## src/rtl/bank_miss_unit.sv

```systemverilog
// bank_miss_unit: per-bank miss/writeback sequencer. It takes one tag-lookup
// result, issues the dirty-sector writebacks (offset 0 first) and any refill
// over a single valid/ready request channel, then reports completion.
// One transaction is in flight at a time.
module bank_miss_unit #(
  parameter int SET_W = 4,
  parameter int LSB_W = 5
) (
  input  logic             clk_i,
  input  logic             rst_i,

  input  logic             req_valid_i,
  output logic             req_ready_o,
  input  logic             op_is_read_i,
  input  logic             op_is_write_i,
  input  logic             op_is_flush_i,
  input  logic             op_is_invalidate_i,
  input  logic             cacheline_hit_i,
  input  logic             cacheline_need_evit_i,
  input  logic [21:0]      evit_cacheline_tag_i,
  input  logic [21:0]      access_tag_i,
  input  logic [SET_W-1:0] access_set_i,
  input  logic             access_offset_i,
  input  logic [1:0]       offset0_state_i,
  input  logic [1:0]       offset1_state_i,
  input  logic [2:0]       access_way_i,

  output logic             mem_req_valid_o,
  input  logic             mem_req_ready_i,
  output logic             mem_req_write_o,
  output logic [31:0]      mem_req_addr_o,
  output logic [2:0]       mem_req_way_o,
  input  logic             mem_resp_valid_i,

  output logic             done_valid_o,
  input  logic             done_ready_i,
  output logic [2:0]       done_way_o,
  output logic             done_refilled_o,
  output logic [1:0]       done_wb_cnt_o
);

  localparam logic [1:0] ST_INVALID = 2'b00;
  localparam logic [1:0] ST_DIRTY   = 2'b10;

  typedef enum logic [2:0] {
    S_IDLE,
    S_WB0,
    S_WB0_WAIT,
    S_WB1,
    S_WB1_WAIT,
    S_RF,
    S_RF_WAIT,
    S_DONE
  } state_t;

  state_t state, state_next;

  // Captured transaction context.
  logic             need_wb1, need_rf;
  logic [21:0]      wb_tag, rf_tag;
  logic [SET_W-1:0] set_idx;
  logic             rf_offset;
  logic [2:0]       way;
  logic             refilled;
  logic [1:0]       wb_cnt;

  // Decode of the incoming lookup result. An illegal (non one-hot) opcode
  // falls through to a no-traffic completion.
  logic       op_legal, is_miss, wb_case, in_wb0, in_wb1, in_rf;
  logic [1:0] acc_state;
  logic       accept, resp_wb, resp_rf;

  assign op_legal  = $onehot({op_is_read_i, op_is_write_i, op_is_flush_i, op_is_invalidate_i});
  assign is_miss   = ~cacheline_hit_i;
  // Evictions happen only for read/write misses; a flush writes back a hit line.
  assign wb_case   = op_legal &
                     ((is_miss & cacheline_need_evit_i & (op_is_read_i | op_is_write_i)) |
                      (op_is_flush_i & cacheline_hit_i));
  assign in_wb0    = wb_case & (offset0_state_i == ST_DIRTY);
  assign in_wb1    = wb_case & (offset1_state_i == ST_DIRTY);
  assign acc_state = access_offset_i ? offset1_state_i : offset0_state_i;
  // Write misses overwrite the whole sector, so only reads refill.
  assign in_rf     = op_legal & op_is_read_i & (is_miss | (acc_state == ST_INVALID));

  assign accept  = req_valid_i & (state == S_IDLE);
  assign resp_wb = mem_resp_valid_i & ((state == S_WB0_WAIT) | (state == S_WB1_WAIT));
  assign resp_rf = mem_resp_valid_i & (state == S_RF_WAIT);

  // State register.
  // NOTE: sequential state uses non-blocking (<=) so every flop samples
  // pre-edge values regardless of block ordering; comb blocks use blocking (=).
  always_ff @(posedge clk_i) begin
    if (rst_i) state <= S_IDLE;
    else       state <= state_next;
  end

  // Next-state logic: walk WB0 -> WB1 -> RF -> DONE, skipping unneeded steps.
  always_comb begin
    // NOTE: default assignment first so no path leaves state_next unassigned
    // (which would infer a latch).
    state_next = state;
    unique case (state)
      S_IDLE: begin
        if (req_valid_i) begin
          if (in_wb0)      state_next = S_WB0;
          else if (in_wb1) state_next = S_WB1;
          else if (in_rf)  state_next = S_RF;
          else             state_next = S_DONE;
        end
      end
      S_WB0:      if (mem_req_ready_i) state_next = S_WB0_WAIT;
      S_WB0_WAIT: begin
        if (mem_resp_valid_i) begin
          if (need_wb1)     state_next = S_WB1;
          else if (need_rf) state_next = S_RF;
          else              state_next = S_DONE;
        end
      end
      S_WB1:      if (mem_req_ready_i) state_next = S_WB1_WAIT;
      S_WB1_WAIT: if (mem_resp_valid_i) state_next = need_rf ? S_RF : S_DONE;
      S_RF:       if (mem_req_ready_i) state_next = S_RF_WAIT;
      S_RF_WAIT:  if (mem_resp_valid_i) state_next = S_DONE;
      S_DONE:     if (done_ready_i) state_next = S_IDLE;
      default:    state_next = S_IDLE;
    endcase
  end

  // Transaction context capture and completion counters.
  // The datapath is reset as well so every output shows a known value after rst_i.
  always_ff @(posedge clk_i) begin
    if (rst_i) begin
      need_wb1  <= 1'b0;
      need_rf   <= 1'b0;
      wb_tag    <= '0;
      rf_tag    <= '0;
      set_idx   <= '0;
      rf_offset <= 1'b0;
      way       <= '0;
      refilled  <= 1'b0;
      wb_cnt    <= '0;
    end else if (accept) begin
      need_wb1  <= in_wb1;
      need_rf   <= in_rf;
      wb_tag    <= cacheline_hit_i ? access_tag_i : evit_cacheline_tag_i;
      rf_tag    <= access_tag_i;
      set_idx   <= access_set_i;
      rf_offset <= access_offset_i;
      way       <= access_way_i;
      refilled  <= 1'b0;
      wb_cnt    <= '0;
    end else begin
      if (resp_wb) wb_cnt   <= wb_cnt + 2'd1;
      if (resp_rf) refilled <= 1'b1;
    end
  end

  // Output decode: request fields come from state and captured registers only.
  always_comb begin
    req_ready_o     = 1'b0;
    mem_req_valid_o = 1'b0;
    mem_req_write_o = 1'b0;
    mem_req_addr_o  = '0;
    mem_req_way_o   = '0;
    done_valid_o    = 1'b0;
    unique case (state)
      S_IDLE: req_ready_o = 1'b1;
      S_WB0: begin
        mem_req_valid_o = 1'b1;
        mem_req_write_o = 1'b1;
        mem_req_addr_o  = {wb_tag, set_idx, 1'b0, {LSB_W{1'b0}}};
        mem_req_way_o   = way;
      end
      S_WB1: begin
        mem_req_valid_o = 1'b1;
        mem_req_write_o = 1'b1;
        mem_req_addr_o  = {wb_tag, set_idx, 1'b1, {LSB_W{1'b0}}};
        mem_req_way_o   = way;
      end
      S_RF: begin
        mem_req_valid_o = 1'b1;
        mem_req_addr_o  = {rf_tag, set_idx, rf_offset, {LSB_W{1'b0}}};
        mem_req_way_o   = way;
      end
      S_DONE:  done_valid_o = 1'b1;
      default: ;
    endcase
  end

  assign done_way_o      = way;
  assign done_refilled_o = refilled;
  assign done_wb_cnt_o   = wb_cnt;

endmodule

```

## config.mk

```make
export PLATFORM = sky130hd
export DESIGN_NAME = bank_miss_unit
export DESIGN_NICKNAME = d
export VERILOG_FILES = /design/src/rtl/bank_miss_unit.sv
export SDC_FILE = /design/constraint.sdc
export NUM_CORES = 1
export LEC_CHECK = 0
export ABC_AREA = 0
export BUFFER_PORTS_ARGS = -buffer_cell sky130_fd_sc_hd__buf_2
export CAP_MARGIN = 20
export CORE_ASPECT_RATIO = 0.9
export CORE_MARGIN = 2
export CORE_UTILIZATION = 30
export CTS_CLUSTER_SIZE = 14
export DETAILED_ROUTE_END_ITERATION = 12
export GPL_TIMING_DRIVEN = 0
export PLACE_DENSITY_LB_ADDON = 0.3
export SLEW_MARGIN = 20
export SYNTH_ARGS = -nofsm -noshare
export SYNTH_HDL_FRONTEND = slang
export SYNTH_SLANG_ARGS = --single-unit
```

## constraint.sdc

```tcl
create_clock -name clk_i -period 5.2 [get_ports clk_i]
set_input_delay 0.52 -clock clk_i [delete_from_list [all_inputs] [get_ports clk_i]]
set_output_delay 0.52 -clock clk_i [all_outputs]
set_load 0.02 [all_outputs]
```

==> results of run 1 <==
[worst paths after layout]
path	to	slack, ns	cells past startpoint
max reg2reg	wb_tag[0]$_SDFFE_PP0P_	3.38	5
min	done_way_o[2]$_SDFFE_PP0P_	0.38	2
max	mem_req_addr_o[26]	2.55	5
min reg2reg	wb_tag[20]$_SDFFE_PP0P_	0.45	2
[cells by family after synthesis]
group,after synthesis
muxes,23
and+or+nand+nor,68
adders and majority gates,4
DFF,60
buffers and inverters,35
other,1
xor gates and xnor gates,3
AOI/OAI and AO/OA,99
[layout make-up]
class	count	area [µm²]	share of cell area (%)
buffer	26	148	3.98
clock buffer	11	151	4.08
clock inverter	5	60.1	1.62
inverter	9	33.8	0.910
multi-input combinational	202	1440	38.7
sequential	60	1200	32.3
tap	122	153	4.11
timing repair buffer	106	531	14.3
[state kept, by name, summed over array words and instances (netlist names)]
register and count:
need_wb1 1, rf_offset 1, done_wb_cnt_o 2, need_rf 1
state 3, done_way_o 3, rf_tag 22, wb_tag 22
done_refilled_o 1, set_idx 4
[power groups by stage]
stage | clock, mW | combinational (mW) | sequential [mW]
6_report | 0.447 | 0.507 | 0.620
5_1_grt | 0.477 | 0.559 | 0.632
4_1_cts | 0.458 | 0.513 | 0.618
3_5_place_dp | 0 | 0.511 | 0.628
3_3_place_gp | 0 | 0.504 | 0.624
2_1_floorplan | 0 | 0.337 | 0.625
[Yosys cell counts, drive strengths merged]
cell type / count / area share [%]
nand3b: 1 / 0.27
inv: 9 / 1.2
nor2b: 5 / 1.1
a221oi: 3 / 1.2
nor3: 2 / 0.76
xor2: 3 / 0.94
mux2: 1 / 0.40
and3: 8 / 1.8
or2: 1 / 0.22
o21ai: 27 / 4.8
a211oi: 1 / 0.27
o311ai: 1 / 0.31
o21bai: 1 / 0.27
a21oi: 6 / 1.2
nand2b: 3 / 0.67
a311oi: 1 / 0.54
nand3: 3 / 0.54
mux2i: 22 / 7.9
buf: 20 / 4.5
dfxtp: 60 / 43
a31oi: 1 / 0.22
and2: 4 / 0.89
nand2: 27 / 3.6
o221ai: 1 / 0.31
conb: 1 / 0.13
o21a: 1 / 0.27
or3: 1 / 0.22
clkbuf: 6 / 0.80
fa: 1 / 0.71
nor3b: 3 / 0.80
ha: 3 / 1.3
nor2: 8 / 1.1
o211ai: 3 / 0.80
a22o: 53 / 17
or3b: 1 / 0.31
and3b: 1 / 0.31
[per-stage QoR]
step           power, mW  hold WS [ns]  cells  setup slack (ns)
5_1_grt             1.67         0.366    541              2.41
3_3_place_gp        1.13         0.434    525              2.33
2_1_floorplan      0.961         0.425    297              2.64
6_report            1.57         0.384    541              2.55
3_5_place_dp        1.14         0.443    525              2.30
4_1_cts             1.59         0.367    541              2.48
[routing by layer]
| layer | wire length (µm) | vias to the layer above | global-route usage (%) |
|---|---|---|---|
| li1 | - | 1308 | - |
| met1 | 3720 | 1272 | 19.9 |
| met2 | 4020 | 82 | 27.6 |
| met3 | 434 | 15 | 4.81 |
| met4 | 162 | 0 | 6.25 |
| met5 | 0 | - | 0 |
[cells in the final DEF, fill, tap and decap left out, types with 2 or more instances in the layout]
| master | n |
|---|---|
| sky130_fd_sc_hd__mux2i_1 | 22 |
| sky130_fd_sc_hd__clkinvlp_4 | 4 |
| sky130_fd_sc_hd__buf_4 | 5 |
| sky130_fd_sc_hd__nand2b_1 | 3 |
| sky130_fd_sc_hd__inv_1 | 9 |
| sky130_fd_sc_hd__and3_1 | 8 |
| sky130_fd_sc_hd__nand2_1 | 27 |
| sky130_fd_sc_hd__and2_1 | 4 |
| sky130_fd_sc_hd__nand3_1 | 3 |
| sky130_fd_sc_hd__buf_6 | 2 |
| sky130_fd_sc_hd__o21ai_0 | 27 |
| sky130_fd_sc_hd__nor3b_1 | 3 |
| sky130_fd_sc_hd__a21oi_1 | 5 |
| sky130_fd_sc_hd__ha_1 | 3 |
| sky130_fd_sc_hd__a221oi_1 | 2 |
| sky130_fd_sc_hd__nor2b_1 | 5 |
| sky130_fd_sc_hd__xor2_1 | 3 |
| sky130_fd_sc_hd__conb_1 | 5 |
| sky130_fd_sc_hd__o211ai_1 | 3 |
| sky130_fd_sc_hd__clkbuf_1 | 6 |
| sky130_fd_sc_hd__nor2_1 | 8 |
| sky130_fd_sc_hd__dfxtp_1 | 60 |
| sky130_fd_sc_hd__buf_2 | 119 |
| sky130_fd_sc_hd__clkbuf_8 | 11 |
| sky130_fd_sc_hd__a22o_1 | 53 |
[worst reg2reg max path, cell delays in order (launching register included)]
cell and delay, ns:
sky130_fd_sc_hd__dfxtp_1 0.51, sky130_fd_sc_hd__nor3_4 0.11, sky130_fd_sc_hd__a21oi_2 0.44, sky130_fd_sc_hd__clkbuf_1 0.48, sky130_fd_sc_hd__nand2_1 0.10, sky130_fd_sc_hd__o21ai_0 0.10
==> run summary, run 1 <==
The flow ran to the end, and the final reports show no timing, DRC or antenna violations. The post-synthesis share of cell area spent on full adders, half adders and majority gates was 2.05%; the via count of the first global-routing pass was 2498. The share of the core filled with cells in the final layout was 40.9%; the internal power of the cells was 0.999 mW.

The worst register-to-register path begins at state[2]$_SDFFE_PP0P_. After technology mapping, the gate count stands at 293. The total DRC errors in the routed layout came out at 0. The summed instance area of the synthesized netlist is 0.00280 mm².

The cell with the largest stage delay on the worst path was sky130_fd_sc_hd__dfxtp_1. The number of failing setup endpoints in the final timing report was 0; the post-CTS setup-driven buffer insertion count was 0. In this run the most critical hold path is launched from access_way_i[2]. Proportion of layout cells with a drive suffix above 1: 35.3%. The time the final worst path needs with I/O delays and setup is 2.65 ns, and the summed area of non-filler cells in the final layout is 0.00371 mm².

The post-detailed-placement half-perimeter wirelength was 6050 µm; the part of the power in the clock network was 28.4%. The data required time of the critical path was 4.68 ns. The analysis attributes to net switching a power of 0.574 mW. Clock-pin slew was measured on the worst setup and hold paths at 0.07 ns. In this run the static leakage power is 1.80 nW.

Net switching share of the total power: 36.5%. The tools report the global-route wire length before repair as 12600 µm. The element type at the critical path start is a flop.

The total number of vias was 2677. The type of element capturing the critical path was an output pin. TritonCTS built the clock tree. Yosys mapped the design onto 41 distinct sky130hd cell types. The final layout contains 486 nets.

The worst hold path class is in2reg. The worst path uses 51.0% of the clock period. The count of nets left with antenna violations once routing finished came out at 0. Global routing finished with a remaining overflow of 0. Largest driver fanout on the critical path: 10. In this run the horizontal extent of the chip is 106 µm. The area growth from synthesis to final layout came out at 32.4%.

The global routing usage summed across all routing layers was 16.4%; the number of antenna repair diodes was 0. Setup repair after global routing left no endpoint under its margin. The wire length per cell after detailed routing was 15.4 µm; the largest net degree at the start of global routing was 12.

The signal on the critical path passes through buf_2 > nor2b_1 > buf_2 > a22o_1 > buf_2. For the number of buffers inserted for hold repair after clock tree synthesis, the log shows 0. The tools report the count of final hold-check violations as 0. In the final timing run, aggregate negative setup slack is 0 ns. For this design, the sink count on the clock tree is 60. During synthesis, Yosys emitted a total of 0 warnings.

Across the VDD grid, the largest voltage drop is 127 µV. The tools report the worst slew slack as a fraction of its limit as 48.9%. After synthesis the netlist holds a flip-flop and latch count of 60.

Critical path's most frequent cell: sky130_fd_sc_hd__buf_2. The deepest level of the CTS H-tree is 3. The share of total power dissipated in combinational logic is 32.2%. The largest single stage delay on the critical path is 0.42 ns.

The critical path is of the reg2out type. The floorplan step defined a core boundary enclosing 0.00908 mm². The first routing iteration left 111 violations. The tools report the number of placed I/O pins as 113. In this run the mean area of a mapped cell was 9.57 µm². The number of antenna violations at the first check in global routing is 0.

The die covers 0.0101 mm². Summing the areas of all compound-gate instances in the mapped netlist gives 26.7% of the synthesized area. The tools report the register share of total power as 39.4%. The max-capacitance violation count is 0, and the share of synthesized cell area in and, or, nand and nor gates is 12.6%. The register area share after synthesis is 42.8%, and the placement-stage cell area is 0.00350 mm².

The number of clock buffers added by TritonCTS is 9. On the final layout, the worst clock skew is 0.00831 ns. The die is 95.7 µm tall. The clock reaches the later pin of the worst-skew pair after 0.35 ns. Broken down by cell family, the worst path's largest delay share belongs to buffers and inverters. Summed over all layers, the routed wires come to 8340 µm. Post-CTS repair changed the size of 0 cells.

After synthesis, the largest family of logic cells by area is compound AO/OA/AOI/OAI gates. For this design the ratio of total power to cell area is 424 mW/mm². The run gives 2.13 ns as the arrival time reported for the critical path endpoint. The root buffer cell was sky130_fd_sc_hd__clkbuf_8. The maximum clock frequency was 377 MHz. The number of input and output port buffers inserted was 106; the max-slew violation total from the final report was 0. The most critical setup path has its startpoint at state[0]$_SDFFE_PP0P_. The ratio of routed vias to standard cells works out to 4.95. Of the post-synthesis cell area, the part taken by muxes is 8.26%. The run gives 939 as the number of filler cells placed in the layout. The congestion estimate from routability-driven global placement came to 0.843. Maximum count of clock buffers along a single path: 2. The number of core rows is 33, and the initial core utilization is 30.9%. The transition at the pin with the smallest max-transition slack is 0.767 ns.

The number of detailed-routing iterations run before antenna repair was 5. The total buffers and inverters traversed by the critical path is 3, and the post-synthesis xor/xnor area fraction is 0.937%.
Note: power is estimated with default switching activity, not from simulation.
==> inputs of run 2 (changes only) <==
==> constraint.sdc (replaced) <==
create_clock -name clk_i -period 2.18 [get_ports clk_i]
set_input_delay 0.218 -clock clk_i [delete_from_list [all_inputs] [get_ports clk_i]]
set_output_delay 0.218 -clock clk_i [all_outputs]
set_load 0.02 [all_outputs]
==> run summary, run 2 (synthesized netlist as in run 1, its figures left out) <==
The total DRC errors in the routed layout is 0 (unchanged). Worst slew slack as a fraction of its limit: 47.4% (-1.4 points). TritonCTS built the clock tree.

The run gives 0.838 (-0.59%) as the final RePlAce weighted congestion. The transition at the pin with the smallest max-transition slack was 0.788 ns (+0.0210 ns); the number of input and output port buffers inserted was 106 (unchanged). For the worst supply voltage drop on vdd, the log shows 480 µV (+280%). The total routed wirelength is 8480 µm (+1.6%), and the register clock-pin slew on the reported worst setup and hold paths is 0.07 ns (about the same). The total negative slack for setup checks was 0 ns (unchanged). The number of buffers added by the clock tree synthesis step was 9 (unchanged); the ratio of routed vias to standard cells was 4.88 (-1.3%).

The gate family responsible for the most delay along the worst path was buffers and inverters. The tools report the via count of the first global-routing pass as 2540 (+1.7%). The cell with the largest stage delay on the worst path was sky130_fd_sc_hd__dfxtp_2. The number of filler cells placed in the layout is 933 (-0.64%). The library cell used most frequently in the layout, excluding fill and tap cells, is sky130_fd_sc_hd__buf_2.

The wire length per cell after detailed routing was 15.7 µm (+1.6%); the area growth from synthesis to final layout was 34.9%. Setup repair after global routing left no endpoint under its margin. The total buffers and inverters traversed by the critical path is 3 (unchanged). The tools report the global-route met2 utilization as 28.4% (+0.81 points). After layout, the minimum clock period comes to 2.07 ns.

The layer carrying the most global-route usage was met2. For the global-route track usage on met3, the log shows 4.60% (-0.20 points). The clock latency at the later pin of the worst-skew pair was 0.34 ns (about the same); the highest cell delay on the worst timing path was 0.42 ns (about the same). The tools report the deepest level of the CTS H-tree as 3 (unchanged). The largest driver fanout on the critical path was 10 (unchanged); the largest net degree at the start of global routing was 11 (-1). For the count of non-filler cells in the finished layout, the log shows 541 (unchanged). Met1 track demand over resource in global routing: 21.4% (+1.5 points).

The global routing usage summed across all routing layers came out at 17.0% (+0.63 points). For the count of final hold-check violations, the log shows 0 (unchanged). The worst hold path class is in2reg.

Post-CTS setup-driven buffer insertion count: 0 (unchanged). The run gives 0 (unchanged) as the max-slew violation total from the final report. The largest registers in the layout are rf_tag x22, wb_tag x22, set_idx x4.

The post-detailed-placement half-perimeter wirelength was 6110 µm (+1.1%); the max-capacitance violation count was 0 (unchanged). The ratio of total power to cell area is 1050 mW/mm² (+150%), and the number of placed I/O pins is 113 (unchanged). Count of clock tree sinks: 60 (unchanged). The placement-stage cell area is 0.00351 mm² (+0.14%). The tools report the initial core utilization as 30.9% (unchanged).

The library cells used most frequently in the layout, excluding fill and tap cells, are sky130_fd_sc_hd__buf_2, sky130_fd_sc_hd__dfxtp_1, sky130_fd_sc_hd__a22o_1, sky130_fd_sc_hd__nand2_1, sky130_fd_sc_hd__o21ai_0. The run gives 0 (unchanged) as the number of antenna violations at the first check in global routing. The run gives 0 (unchanged) as the number of failing setup endpoints in the final timing report.

The tools report the worst clock skew as 0.00291 ns (-0.00540 ns). The tools report the number of DRC markers in iteration 0 as 99 (-11%). For the total power consumption of the routed design, the log shows 3.98 mW (+150%). The root buffer cell was sky130_fd_sc_hd__clkbuf_8. The die footprint was 0.0101 mm² (unchanged).

STA classifies the critical path startpoint as a flop. The height of the die came out at 95.7 µm (unchanged). The run gives 2 (unchanged) as the maximum count of clock buffers along a single path. The run finished with clean final reports. The critical path goes through clkbuf_4 > and3_2 > buf_4 > a22o_1 > buf_2. The type of element capturing the critical path is an output pin. The placeable core area was 0.00908 mm² (unchanged); the aggregate global routing overflow was 0 (unchanged). The setup path with the least slack is of type reg2out. The total number of vias was 2641 (-1.3%); the cell count after placement was 525 (unchanged). The logs give 4 (-1) for the number of detailed-routing iterations run before antenna repair and 0 (unchanged) for the number of antenna repair diodes.

The tools report the data required time of the critical path as 1.96 ns (-2.72 ns). The reported leakage power is 1.84 nW (+2.1%). In the finished design, the share of the clock period the worst path needs comes to 95.1%. Number of core rows: 33 (unchanged).

The logs give 486 (unchanged) for the number of nets in the layout and 1.86 ns (-0.27 ns) for the arrival time reported for the critical path endpoint. The maximum clock frequency is 482 MHz, and the global-route wire length before repair is 13000 µm (+3.3%). The proportion of layout cells with a drive suffix above 1 was 36.0% (+0.72 points); the die extent in x was 106 µm (unchanged). The summed area of non-filler cells in the final layout was 0.00378 mm² (+1.9%). The antenna violation net count after detailed routing came out at 0 (unchanged).
==> run 2: area by class of cell <==
cell class                 count  area [µm²]  area share [%]
tap                          122         153            4.04
clock inverter                 4        95.1            2.51
buffer                        26         163            4.30
multi-input combinational    202        1450            38.3
clock buffer                  12         155            4.10
timing repair buffer         106         531            14.0
sequential                    60        1200            31.8
inverter                       9        33.8           0.893
==> run 2: through the flow <==
step	hold slack, ns	util (%)	setup slack, ns
floorplan	0.286	-	0.0288
global placement	0.428	38.6	-0.241
detailed placement	0.431	38.6	-0.288
CTS	0.0694	41.5	-0.00102
global route	0.0701	41.6	0.00675
finish	0.0904	41.6	0.107
==> run 2: final timing paths <==
| kind | from | endpoint | slack (ns) | cells past startpoint |
|---|---|---|---|---|
| setup / recovery | state[2]$_SDFFE_PP0P_ | mem_req_addr_o[25] | 0.11 | 5 |
| hold / removal | access_way_i[1] | done_way_o[1]$_SDFFE_PP0P_ | 0.09 | 2 |
| setup reg to reg | state[0]$_SDFFE_PP0P_ | wb_tag[7]$_SDFFE_PP0P_ | 0.38 | 5 |
| hold reg to reg | wb_tag[21]$_SDFFE_PP0P_ | wb_tag[21]$_SDFFE_PP0P_ | 0.45 | 2 |
==> run 2: report_power, final <==
group	leakage, nW	internal, mW	switching, mW
clock network	0.127	0.821	0.438
registers	0.491	1.33	0.150
logic	1.22	0.489	0.751
==> run 2: metal layers <==
metal  routed length (µm)  share of wire, %  vias to the layer above
li1                     -                 -                     1311
met3                  438               5.2                        8
met5                    0                 0                        -
met2                 4060                48                       73
met1                 3860                46                     1249
met4                  114               1.3                        0
==> run 2: repair_timing <==
item	4_1_cts	5_1_grt
hold endpoints to repair	0	0
setup endpoints to repair	21	21
gates resized for setup	6	5
hold buffers	0	0
==> run 2: worst reg2reg max path, cell delays in order, from the launching register on <==
cell and delay (ns):
sky130_fd_sc_hd__dfxtp_1 0.42, sky130_fd_sc_hd__nor3_4 0.10, sky130_fd_sc_hd__a21oi_2 0.48, sky130_fd_sc_hd__clkbuf_1 0.51, sky130_fd_sc_hd__nand2_1 0.12, sky130_fd_sc_hd__o21ai_0 0.09
==> inputs of run 3 (changes only) <==
--- a/config.mk
+++ b/config.mk
@@ -6,13 +6,13 @@
 export NUM_CORES = 1
 export LEC_CHECK = 0
 export ABC_AREA = 0
-export BUFFER_PORTS_ARGS = -buffer_cell sky130_fd_sc_hd__buf_2
 export CAP_MARGIN = 20
 export CORE_ASPECT_RATIO = 0.9
 export CORE_MARGIN = 2
 export CORE_UTILIZATION = 30
 export CTS_CLUSTER_SIZE = 14
 export DETAILED_ROUTE_END_ITERATION = 12
+export DONT_BUFFER_PORTS = 1
 export GPL_TIMING_DRIVEN = 0
 export PLACE_DENSITY_LB_ADDON = 0.3
 export SLEW_MARGIN = 20
==> constraint.sdc (replaced) <==
create_clock -name clk_i -period 2.18 [get_ports clk_i]
set_input_delay 0.218 -clock clk_i [delete_from_list [all_inputs] [get_ports clk_i]]
set_output_delay 0.218 -clock clk_i [all_outputs]
set_load 0.01 [all_outputs]
==> run summary, run 3 (synthesized netlist as in run 1, its figures left out) <==
For the number of buffers added by the clock tree synthesis step, the log shows 9 (unchanged). Leaving out fill and tap cells, the most frequent cell in the layout is sky130_fd_sc_hd__dfxtp_1. The cell with the largest stage delay on the worst path is sky130_fd_sc_hd__dfxtp_2.

The maximum clock frequency is 485 MHz (+0.56%). The number of placed I/O pins came out at 113 (unchanged). The run gives 0.00908 mm² (unchanged) as the placeable core area. The run gives 3 (unchanged) as the deepest level of the CTS H-tree. In the layout the commonest cells are sky130_fd_sc_hd__dfxtp_1, sky130_fd_sc_hd__a22o_1, sky130_fd_sc_hd__dlygate4sd3_1, sky130_fd_sc_hd__nand2_1, sky130_fd_sc_hd__o21ai_0. The final RePlAce weighted congestion is 0.819 (-2.3%), and the initial core utilization is 30.9% (unchanged). The register share of total power is 42.3% (+5.1 points), and the proportion of layout cells with a drive suffix above 1 is 12.3% (-24 points). The aggregate global routing overflow is 0 (unchanged), and the global routing usage summed across all routing layers is 16.8% (-0.18 points). The worst supply voltage drop on vdd is 314 µV (-35%), and the area growth from synthesis to final layout is 24.1%.

The number of input and output port buffers inserted is 0 (-100%), and the die extent in x is 106 µm (unchanged). The largest driver fanout on the critical path was 10 (unchanged). The number of antenna violations at the first check in global routing was 0 (unchanged); the setup slack of the most critical reg-to-reg path was 0.43 ns (+0.05 ns). The run finished with clean final reports. The tools report the share of the core filled with cells in the final layout as 38.3% (-3.3 points). Kind of critical path: reg2out. Number of detailed-routing iterations run before antenna repair: 4 (unchanged). The ratio of routed vias to standard cells is 5.20 (+6.4%), and the ratio of total power to cell area is 1020 mW/mm² (-3.4%). Setup repair after global routing left no endpoint under its margin.

Worst setup margin: 0.118 ns (+0.0116 ns). The arrival time reported for the critical path endpoint is 1.84 ns (-0.02 ns). The net switching share of the total power was 34.4% (+0.76 points); the register clock-pin slew on the reported worst setup and hold paths was 0.06 ns (about the same).

The run gives 60 (unchanged) as the count of clock tree sinks. The post-detailed-placement half-perimeter wirelength was 5970 µm (-2.2%). The tools report the global-route wire length before repair as 12700 µm (-2.1%). For the number of antenna repair diodes, the log shows 0 (unchanged). The logs give 2424 (-4.6%) for the via count of the first global-routing pass and 0.00803 ns (+0.00512 ns) for the worst clock skew. Worst hold path class: in2reg. Antenna violation net count after detailed routing: 0 (unchanged).

For the max-slew violation total from the final report, the log shows 0 (unchanged). The largest net degree at the start of global routing was 11 (unchanged). The worst setup path is launched from a flop.

The fraction of power consumed by combinational cells is 29.6% (-1.5 points), and the total negative slack for setup checks is 0 ns (unchanged). The tools report the number of nets in the layout as 410 (-16%). The total number of vias is 2406 (-8.9%).

The height of the die came out at 95.7 µm (unchanged). The clock latency at the later pin of the worst-skew pair is 0.34 ns (about the same), and the max-capacitance violation count is 0 (unchanged). The number of core rows was 33 (unchanged); the share of the clock period used by the worst path was 94.6% (-0.53 points). The critical path goes through buf_2 > and3_1 > buf_4 > a22o_1. Data required time of the critical path: 1.96 ns (about the same). The highest cell delay on the worst timing path works out to 0.42 ns (about the same). The cell sitting at the root of the clock tree is a sky130_fd_sc_hd__clkbuf_8. The post-placement worst setup slack was -0.178 ns (+0.110 ns). The switching component of the power came out at 1.22 mW (-9.1%).

The worst slew slack as a fraction of its limit is 47.5% (about the same). The wire length per cell after detailed routing came out at 18.6 µm (+19%). The transition at the pin with the smallest max-transition slack was 0.788 ns (-0.000534 ns); the internal power of the cells was 2.32 mW (-12%). The tools report the die footprint as 0.0101 mm² (unchanged).

The total DRC errors in the routed layout was 0 (unchanged); the number of DRC markers in iteration 0 was 113 (+14%). The tools report the type of element capturing the critical path as an output pin. The reported leakage power is 1.46 nW (-21%).

Part of the power in the clock network: 28.1% (-3.5 points). Count of final hold-check violations: 0 (unchanged). The number of failing setup endpoints in the final timing report was 0 (unchanged). The largest registers in the layout are rf_tag x22, wb_tag x22, set_idx x4. TritonCTS built the clock tree.

The time the final worst path needs with I/O delays and setup works out to 2.06 ns (-0.0116 ns). The logs give 2 (unchanged) for the maximum count of clock buffers along a single path and 8610 µm (+1.6%) for the total routed wirelength.
==> run 3: cell types whose count changed in the layout (fill, tap and decap cells not counted), moves of 2 or more <==
cell	delta
sky130_fd_sc_hd__dlygate4sd3_1	+30
sky130_fd_sc_hd__clkbuf_4	-2
sky130_fd_sc_hd__buf_2	-104
sky130_fd_sc_hd__bufinv_16	-2
==> run 3: layout make-up <==
cell class / count / area (µm²)
Fill cell: 945 / 5600
Multi-Input combinational cell: 202 / 1440
Inverter: 9 / 33.8
Sequential cell: 60 / 1200
Clock inverter: 2 / 35.0
Tap cell: 122 / 153
Buffer: 26 / 158
Timing Repair Buffer: 30 / 300
Clock buffer: 12 / 155
==> run 3: power groups by stage <==
stage	Combinational, mW	Sequential (mW)	Clock (mW)
after floorplan	0.744	1.47	0
after global placement	0.974	1.51	0
after detailed placement	0.993	1.51	0
after CTS	1.06	1.50	1.03
after global routing	1.16	1.52	1.08
final	1.05	1.50	0.994
==> run 3: what timing repair did <==
| item | in CTS | in global routing |
|---|---|---|
| gates resized for setup | 6 | 0 |
| hold buffers | 30 | 0 |
| setup endpoints to repair | 20 | 0 |
| setup buffers | 0 | 0 |
| endpoints found under the hold margin | 32 | 0 |
==> run 3: layer usage <==
metal | vias to the layer above | share of wire [%] | GRT usage [%] | wire (µm)
met5 | - | 0 | 0 | 0
met4 | 0 | 2.0 | 6.80 | 174
met3 | 13 | 5.3 | 4.81 | 455
met2 | 72 | 47 | 27.6 | 4080
met1 | 1161 | 45 | 21.0 | 3900
li1 | 1160 | - | - | -
==> run 3: final timing paths <==
kind,startpoint,end,cells past startpoint
setup / recovery,state[2]$_SDFFE_PP0P_,mem_req_addr_o[31],4
hold / removal,access_tag_i[11],rf_tag[11]$_SDFFE_PP0P_,1
setup reg to reg,state[0]$_SDFFE_PP0P_,wb_tag[4]$_SDFFE_PP0P_,4
hold reg to reg,wb_tag[7]$_SDFFE_PP0P_,wb_tag[7]$_SDFFE_PP0P_,2
==> run 3: critical path: cells and delay by family, from the launching register on <==
kind            cells  cell delay, ns
flops               1            0.42
compound gates      1            0.24
buf+inv             2            0.51
simple gates        1            0.34
==> run 3: metrics by stage <==
stage	hold slack, ns	total power, mW	cells	cell area, µm²
6_report	0.0335	3.54	463	3480
5_1_grt	0.00390	3.76	463	3480
4_1_cts	0.00771	3.59	463	3480
3_5_place_dp	0.291	2.51	419	2980
3_3_place_gp	0.289	2.48	419	2980
2_1_floorplan	0.286	2.22	297	2820
